--- config.mk ---
export PLATFORM = sky130hd
export DESIGN_NAME = plot_scheduler
export DESIGN_NICKNAME = d
export VERILOG_FILES = /design/src/rtl/plot_scheduler.sv
export SDC_FILE = /design/constraint.sdc
export NUM_CORES = 1
export LEC_CHECK = 0
export ABC_AREA = 1
export BUFFER_PORTS_ARGS = -buffer_cell sky130_fd_sc_hd__buf_2
export CORE_MARGIN = 2
export CORE_UTILIZATION = 35
export DETAILED_ROUTE_END_ITERATION = 12
export GPL_ROUTABILITY_DRIVEN = 0
export GPL_TIMING_DRIVEN = 0
export PLACE_DENSITY = 0.68
export RECOVER_POWER = 100
export REMOVE_ABC_BUFFERS = 1
export SYNTH_ARGS = -nofsm -noshare
export SYNTH_HDL_FRONTEND = slang
export SYNTH_SLANG_ARGS = --single-unit
export TNS_END_PERCENT = 50
--- constraint.sdc ---
create_clock -name clk -period 1.4 [get_ports clk]
set_clock_uncertainty 0.05 [all_clocks]
set_input_delay 0.28 -clock clk [delete_from_list [all_inputs] [get_ports clk]]
set_output_delay 0.28 -clock clk [all_outputs]
set_load 0.02 [all_outputs]
--- src/rtl/plot_scheduler.sv ---
// Frame scheduler sharing one VGA write port among N_REQ sprite plotters.
// Grants snapshotted requests one at a time, lowest index first (highest index drawn on top).
module plot_scheduler #(
  parameter int N_REQ   = 4,
  parameter int TIMEOUT = 1023,
  parameter int TW      = 10
) (
  input  logic                 clk,
  input  logic                 reset,
  input  logic                 frame_tick,
  input  logic [N_REQ-1:0]     req,
  input  logic [N_REQ-1:0]     done,
  input  logic [9*N_REQ-1:0]   x_in,
  input  logic [8*N_REQ-1:0]   y_in,
  input  logic [3*N_REQ-1:0]   colour_in,
  output logic [N_REQ-1:0]     grant,
  output logic [8:0]           x_out,
  output logic [7:0]           y_out,
  output logic [2:0]           colour_out,
  output logic                 vga_write,
  output logic                 busy,
  output logic                 frame_done,
  output logic                 timeout_err,
  output logic                 overrun
);

  localparam int SW = $clog2(N_REQ);

  typedef enum logic [2:0] {IDLE, SCAN, GRANT, GAP, FINISH} state_t;

  state_t            state;
  logic [N_REQ-1:0]  pending;
  logic [SW-1:0]     sel;
  logic [SW-1:0]     low_idx;
  logic [TW-1:0]     timer;

  // Priority encoder: scanning downwards leaves the lowest set index.
  always_comb begin
    low_idx = '0;
    for (int i = N_REQ - 1; i >= 0; i--) begin
      if (pending[i]) low_idx = SW'(i);
    end
  end

  always_ff @(posedge clk) begin
    if (reset) begin
      state       <= IDLE;
      pending     <= '0;
      sel         <= '0;
      timer       <= '0;
      grant       <= '0;
      vga_write   <= 1'b0;
      busy        <= 1'b0;
      frame_done  <= 1'b0;
      timeout_err <= 1'b0;
      overrun     <= 1'b0;
    end else begin
      frame_done <= 1'b0;
      if (frame_tick && state != IDLE) overrun <= 1'b1;
      case (state)
        IDLE: begin
          if (frame_tick) begin
            pending <= req;
            busy    <= 1'b1;
            state   <= SCAN;
          end
        end
        SCAN: begin
          if (pending == '0) begin
            frame_done <= 1'b1;
            state      <= FINISH;
          end else begin
            sel              <= low_idx;
            pending[low_idx] <= 1'b0;
            timer            <= '0;
            grant            <= N_REQ'(1) << low_idx;
            vga_write        <= 1'b1;
            state            <= GRANT;
          end
        end
        GRANT: begin
          timer <= timer + 1'b1;
          // done wins over a timeout landing in the same cycle.
          if (done[sel]) begin
            grant     <= '0;
            vga_write <= 1'b0;
            state     <= GAP;
          end else if (timer == TW'(TIMEOUT - 1)) begin
            timeout_err <= 1'b1;
            grant       <= '0;
            vga_write   <= 1'b0;
            state       <= GAP;
          end
        end
        GAP: state <= SCAN;
        FINISH: begin
          busy  <= 1'b0;
          state <= IDLE;
        end
        default: begin
          grant     <= '0;
          vga_write <= 1'b0;
          busy      <= 1'b0;
          state     <= IDLE;
        end
      endcase
    end
  end

  // Pixel data passes straight through from the granted plotter.
  always_comb begin
    x_out      = '0;
    y_out      = '0;
    colour_out = '0;
    if (state == GRANT) begin
      x_out      = x_in[9*int'(sel) +: 9];
      y_out      = y_in[8*int'(sel) +: 8];
      colour_out = colour_in[3*int'(sel) +: 3];
    end
  end

endmodule

### Word level (Yosys, flattened, before mapping)

Cells that the tools add are included.

* register bits after elaboration: 28
* bits of input ports: 91
* output and inout port bits: 29
* word-level logic and storage cells: 84

* add/sub/neg operators: 1
* multiply operators: 2
* order comparisons: 3
* equal/unequal tests: 8
* shifts and indexed selects: 4
* mux-type cells: 32
* bitwise gates (word level): 7
* reductions and logical operators: 17

Operator list (count)
* $shiftx A36 B7 Y9: 1
* $shiftx A32 B6 Y8: 1
* $mux W4: 5
* $pmux W10 S2: 1
* $mux W3: 5
* $pmux W3 S4: 1
* $pmux W4 S3: 1
* $shiftx A12 B5 Y3: 1
* $add A10 B1 Y10 const B: 1
* $eq A10 B10 Y1 const B: 1
* $mux W10: 1
* $mux W9: 1
* $reduce_and A3 Y1: 3
* $mux W2: 4
* $mux W8: 1
* $pmux W4 S2: 1
* $reduce_and A2 Y1: 4
* $mux W1: 7
* $eq A3 B2 Y1 const B: 2
* $lt A2 B3 Y1 const B: 2
* $mul A4 B2 Y6 const A: 1
* $reduce_or A3 Y1: 2
* $not A1 Y1: 5
* $and A4 B4 Y4: 1
* other kinds (18): 21

### Longest topological paths before layout

Gate-level depths: netlist (run 1).

* depth after elaboration: 12
* depth in mapped cells: 10
* mapped depth without buffers: 9

### Least setup slack after synthesis (run 1)

No wires, ideal clock.

* kind: register to output
* start point: register state[1]
* end point: output port colour_out[0]
* data arrival time: 1.370 ns
* data required time: 1.070 ns
* slack: -0.300 ns
* stages on the path, launching flop included: 7
* buffers on the path: 2
* path through: dfxtp_1 > inv_2 > nor3_4 > inv_2 > buf_6 > buf_6 > a21oi_1

* cells in the longest elaborated chain, start to end: 2

RTL lines
* start: declaration: line 31 `state_t state;`
* start signal: assignment: line 47 `state <= IDLE;`
* start signal: assignment: line 65 `state <= SCAN;`
* start signal: assignment: line 71 `state <= FINISH;`
* $eq A3 B2 Y1: line 115 `if (state == GRANT) begin`
* $mux W3: line 115
* end: declaration: line 19 `output logic [2:0] colour_out,`

Every way passes these cells.

### Final worst setup path (run 1)

* start point: register sel[0]
* end point: output port colour_out[1]

* cells in the longest elaborated chain, start to end: 3

RTL lines
* start: declaration: line 33 `logic [SW-1:0] sel;`
* start signal: assignment: line 73 `sel <= low_idx;`
* $mul A2 B2 Y4: line 118 `colour_out = colour_in[3*int'(sel) +: 3];`
* $shiftx A12 B5 Y3: line 118
* $mux W3: line 115

Every way passes these cells.

==> flow_metrics.py, run 1 <==
metrics = {
    "critical_path": {
        "crit_fanout": 6,
        "cp_slowest_cell": "dfxtp_4",
        "critPathCaptureType": "primary output",
        "cp_slowest_stage_delay_ns": 0.39,
        "cp_num_buf_inv": 3,
        "path_depth": 7,
        "worstReg2RegStart": "sel[0]",
        "critPathTopFamily": "buffers and inverters",
        "cp.arrival_ns": 1.49,
        "start_kind": "flop",
        "crit_chain": "buf_12, clkbuf_16, nor2_2, nor2_1, o21ai_1, a21oi_1, buf_4",
        "reg2reg_slack_ns": -0.21,
        "critPathKind": "reg2out",
        "r2r-end": "grant[1]",
        "required_ns": 1.07,
        "rr_worst_depth": 9,
    },
    "floorplan": {
        "initial_core_util_pct": 35.7,
        "dieArea_um2": 6600,
        "die_h_um": 81.2,
        "rows": 28,
        "core_um2": 5850,
        "dieWidth_um": 81.2,
        "io_pins": 120,
    },
    "timing": {
        "worst_slew_pin_slew_ns": 0.424,
        "max_freq_ghz": 0.549,
        "maxSlewViolCount": 0,
        "setup-tns-final_ns": -8.97,
        "rsz0062_at_grt": "yes",
        "maxSlewHeadroom_pct": 71.7,
        "hold_violations": 0,
        "layout_worst_path_cycle_share_pct": 130,
        "setup_viol": 30,
        "finalWorstSetupSlack_ns": -0.421,
        "fin_crit_ns": 1.82,
    },
    "grt": {
        "grtUsageTotal_pct": 23.1,
        "grt_overflow": 0,
        "grt_max_degree": 24,
        "grt_pass1_wl_mm": 11.9,
        "grt_pass1_vias": 2474,
        "antenna_found_initial": 0,
    },
    "logic_synthesis": {
        "synth_top_cell_by_area": "dfxtp_1",
        "synth_cell_types": 25,
        "ys_seq_area_share_pct": 26.8,
        "netlist_instances": 358,
        "synth_edf_count": 0,
        "yosysTopAreaCellShare_pct": 26.8,
        "synth.top_cells.by_area": "dfxtp_1 (27%), nor2_1 (18%), o21ai_0 (12%)",
        "ys.flop_type": "dfxtp_1",
        "avgSynthCellArea_um2": 5.83,
        "synth_most_common_cell": "nor2_1",
        "synth_commonest_cells": "nor2_1 (100), o21ai_0 (51), a21oi_1 (44), nand2_1 (41), nand3_1 (29)",
        "syn-cell-area_um2": 2090,
        "yosys_warnings": 0,
        "ys_ff_latch": 28,
        "async_flop_share_pct": 0,
    },
    "worst_hold_path": {
        "hp-start": "frame_tick",
        "hp-class": "in2reg",
        "hold_end": "overrun",
        "min_path_cells": 3,
    },
    "flow_run": {
        "maxCapViolCount": 0,
    },
    "cts": {
        "cts-root-buf": "clkbuf_8",
        "cts_tree": "yes",
        "cts_buffer_depth": 2,
        "hold_buffers": 0,
        "clock-sinks": 28,
        "cts.clk_slew.worst_paths_ns": 0.10,
        "cts_inserted_buffers": 3,
        "clk_latency_ns": 0.28,
        "cts-htree-levels": 1,
    },
    "layout": {
        "final_util_pct": 57.9,
        "final_nets": 592,
        "areaGrowthSynthToFinish_pct": 62.2,
        "drive_gt1_share_pct": 40.6,
        "diodes": 0,
    },
    "power": {
        "seqPwrFrac_pct": 24.4,
        "p_sw_mw": 2.00,
        "clockPowerShare_pct": 14.5,
        "switching_share_pct": 45.0,
        "peakVddDrop_mv": 0.984,
        "powerDensity_nw_per_um2": 1310,
        "leakage_nw": 1.49,
        "p_int_mw": 2.45,
        "combPwrFrac_pct": 61.1,
    },
    "routing": {
        "drt-initial-drc-count": 151,
        "drt-total-wl_mm": 8.41,
        "antenna_left": 0,
        "dr.pass1.iters": 4,
        "vias": 2935,
        "wl_per_cell_um": 14.7,
        "drcViolationCount": 0,
        "vias_per_cell": 5.12,
    },
    "outcome": {
        "violations": "negative setup slack",
        "status": "complete, but fails checks",
    },
    "place": {
        "post-place-ws_ns": -1.97,
        "port_buffers": 119,
        "hpwl_mm": 4.77,
    },
}
[placed cells by master, fill, tap and decap left out, types with 4 or more instances in the layout]
cell type	netlist	layout
nor2_2	1	14
nand3_1	29	28
buf_4	1	31
buf_6	4	7
nand2_1	41	38
inv_1	19	17
o21ai_0	51	18
buf_2	6	90
dfxtp_2	0	4
dfxtp_1	28	22
a21oi_1	44	40
clkinvlp_4	0	10
a21oi_2	0	4
o21ai_1	0	31
nor2_1	100	79
nor2_4	0	8
clkbuf_1	10	9
[registers in the layout, indices dropped and copies added (netlist names)]
signal	cells
pending	4
grant	4
sel	2
frame_done	1
timer	10
timeout_err	1
vga_write	1
busy	1
overrun	1
state	3
[worst reg2reg max path, stage by stage, from the launching register on]
cell,delay (ns)
dfxtp_4,0.39
buf_6,0.15
clkinvlp_4,0.14
buf_4,0.16
nand2_1,0.07
nand3_2,0.10
nand2_4,0.13
nand3_4,0.11
a21oi_1,0.16
nor2_1,0.06
[area by class of cell]
| class | count | area [um^2] |
|---|---|---|
| clock buffer | 3 | 41.3 |
| timing repair buffer | 146 | 966 |
| inverter | 22 | 104 |
| clock inverter | 1 | 30.0 |
| multi-input combinational | 288 | 1510 |
| fill | 570 | 2460 |
| sequential | 28 | 573 |
| timing repair inverter | 10 | 72.6 |
| tap | 75 | 93.8 |
[layer usage]
metal / global-route usage, % / vias to the layer above / wire [um]
met5: 0 / - / 0
met4: 8.14 / 0 / 265
met3: 3.78 / 19 / 672
met2: 42.1 / 121 / 4130
met1: 27.1 / 1317 / 3340
li1: - / 1478 / -
[per-stage QoR]
step	cells	cell area, um^2	hold slack, ns	power, mW
after CTS	564	3100	0.190	4.00
after detailed placement	531	2660	0.391	2.81
after floorplan	337	1970	0.299	2.27
final	573	3390	0.189	4.45
after global routing	573	3390	0.219	4.75
after global placement	531	2660	0.387	2.79
[cells by family (layout without fill, tap and decap cells)]
| group | count (synthesis) | after routing | share of synthesized area (%) |
|---|---|---|---|
| AND/OR/NAND/NOR | 186 | 187 | 38.1 |
| AO/OA/AOI/OAI | 99 | 99 | 24.1 |
| buffers and inverters | 43 | 182 | 9.71 |
| flip-flops | 28 | 28 | 26.8 |
| adder cells (fa/ha/maj) | 2 | 2 | 1.20 |
[timing repair]
item,4_1_cts,5_1_grt
cloned,9,6
resized for setup,80,60
endpoints found under the setup margin,40,44
setup buffers,20,3
pin swaps,4,32
[worst max path at each step]
stage | from | slack, ns | to
final | sel[0] | -0.42 | colour_out[1]
after floorplan | sel[0] | -1.01 | grant[0]
after detailed placement | sel[0] | -1.97 | grant[1]
after global placement | sel[0] | -1.86 | grant[2]
after CTS | sel[0] | -0.38 | x_out[3]
after global routing | sel[0] | -0.49 | x_out[2]
[power by group through the flow]
stage | Sequential, mW | Combinational, mW | Clock (mW)
after floorplan | 1.22 | 1.05 | 0
after global placement | 1.17 | 1.61 | 0
after global routing | 1.10 | 2.96 | 0.682
after detailed placement | 1.18 | 1.63 | 0
final | 1.08 | 2.72 | 0.645
after CTS | 1.07 | 2.28 | 0.649
(Power assumes the default switching activity.)
==> run 2, diff against run 1 <==
BUFFER_PORTS_ARGS = not set   (was -buffer_cell sky130_fd_sc_hd__buf_2)
DONT_BUFFER_PORTS = 1   (was not set)
PLACE_DENSITY = 0.5   (was 0.68)
==> run 2 against run 1 <==
  * The flow still finishes with violations (negative setup slack)
  * Critical endpoint is now y_out[4]
  * Worst hold slack worse by 0.17 ns
  * Clock power down 20%
  * Count of clock-buffer cells in the layout up 1
  * Largest power group unchanged
  * Highest routed layer unchanged
==> flow_metrics.py, run 2 (synthesis results as in run 1) <==
metrics = {
    "cts": {
        "cts_buffer_depth": 2,
        "cts_inserted_buffers": 3,
        "cts.clk_slew.worst_paths_ns": 0.11,
        "cts-root-buf": "clkbuf_8",
        "cts-htree-levels": 1,
        "clk_latency_ns": 0.28,
        "cts_tree": "yes",
        "clock-sinks": 28,
    },
    "routing": {
        "dr.pass1.iters": 4,
        "drt-initial-drc-count": 172,
        "vias_per_cell": 5.57,
        "drcViolationCount": 0,
        "highest_layer": "met4",
        "wl_met2_mm": 4.02,
        "vias": 2507,
        "antenna_left": 0,
        "wl_per_cell_um": 18.1,
        "dr_wl_met3_um": 601,
        "drt-total-wl_mm": 8.13,
        "wl_met1_mm": 3.28,
    },
    "floorplan": {
        "die_h_um": 81.2,
        "dieWidth_um": 81.2,
        "io_pins": 120,
        "core_um2": 5850,
        "rows": 28,
        "initial_core_util_pct": 35.7,
        "dieArea_um2": 6600,
    },
    "critical_path": {
        "start_kind": "flop",
        "critPathCaptureType": "primary output",
        "crit_fanout": 4,
        "cp.arrival_ns": 1.46,
        "critPathKind": "reg2out",
        "required_ns": 1.07,
    },
    "layout": {
        "regMostFlops": "timer",
        "final_cell_mix": "nor2_1 (72), nand2_1 (35), nand3_1 (28)",
        "seqCellArea_um2": 573,
        "final_nets": 469,
        "final_cell_count_no_fill": 450,
        "nFillCells": 534,
        "final_area_um2": 3190,
        "largest_reg_flops": 10,
        "diodes": 0,
        "multi_input_area_um2": 2000,
        "top_regs": "timer (10), grant (4), pending (4)",
        "final_util_pct": 54.6,
        "drive_gt1_share_pct": 39.2,
        "final_common_cell": "nor2_1",
        "areaGrowthSynthToFinish_pct": 53.0,
    },
    "power": {
        "peakVddDrop_mv": 0.724,
        "powerDensity_nw_per_um2": 1410,
        "leakage_nw": 1.07,
        "fin_total_pwr_mw": 4.51,
    },
    "timing": {
        "hold_violations": 0,
        "finalWorstSetupSlack_ns": -0.391,
        "fin_crit_ns": 1.79,
        "maxSlewHeadroom_pct": 65.5,
        "rsz0062_at_grt": "yes",
        "maxSlewViolCount": 0,
        "layout_worst_path_cycle_share_pct": 128,
        "setup_viol": 44,
        "worst_slew_pin_slew_ns": 0.516,
        "max_freq_ghz": 0.558,
    },
    "place": {
        "placed_area_um2": 2060,
        "dp.cells": 412,
        "hpwl_mm": 4.22,
        "port_buffers": 0,
    },
    "outcome": {
        "violations": "negative setup slack",
        "status": "complete, but fails checks",
    },
    "grt": {
        "grt_overflow": 0,
        "grt_pass1_wl_mm": 10.9,
        "grt_max_degree": 24,
        "antenna_found_initial": 0,
        "grtUsageTotal_pct": 21.7,
        "grt_pass1_vias": 2281,
    },
    "worst_hold_path": {
        "hp-class": "in2reg",
    },
    "flow_run": {
        "maxCapViolCount": 0,
    },
}
run 2: layout make-up:
cell class                 instances  area share [%]
clock buffer                       4            1.72
inverter                          22            3.72
multi-input combinational        288            62.7
sequential                        28            17.9
tap                               75            2.94
timing repair buffer              27            9.36
timing repair inverter             6            1.57
run 2: through the flow:
step           hold WS, ns  TNS [ns]  setup WS, ns
6_report            0.0236    -10.32        -0.391
5_1_grt            0.00221    -14.01        -0.427
4_1_cts            0.00182     -7.84        -0.339
3_5_place_dp         0.303    -50.86         -1.92
3_3_place_gp         0.302    -50.67         -1.90
2_1_floorplan        0.299    -26.17         -1.01
run 2: final timing paths:
path / startpoint / endpoint / slack (ns) / cells after the start
setup / recovery: sel[1] / y_out[4] / -0.39 / 5
hold / removal: reset / state[2] / 0.02 / 1
setup reg to reg: state[1] / timer[3] / -0.23 / 8
hold reg to reg: timer[0] / timer[0] / 0.46 / 1
run 2: repair_timing:
action,CTS,global route
setup endpoints to repair,40,43
resized for setup,143,77
endpoints found under the hold margin,0,12
hold buffers,0,2
gates cloned,6,1
buffers inserted,22,4
pin swaps,7,19
run 2: where the power goes:
group,switching [mW],internal (mW),total [mW]
sequential,0.238,0.953,1.19
clock,0.265,0.252,0.517
combinational,1.77,1.03,2.81
run 2: worst max-delay path: stages, from the launching register on:
cell,delay (ns)
dfxtp_4,0.41
clkinvlp_4,0.14
buf_4,0.16
nor2_1,0.14
o21ai_2,0.10
a21oi_4,0.23
run 2: per-layer routing:
layer | track usage [%] | up-vias
met3 | 4.44 | 24
met1 | 25.7 | 1139
met4 | 9.15 | 0
li1 | - | 1223
met5 | 0 | -
met2 | 37.9 | 121
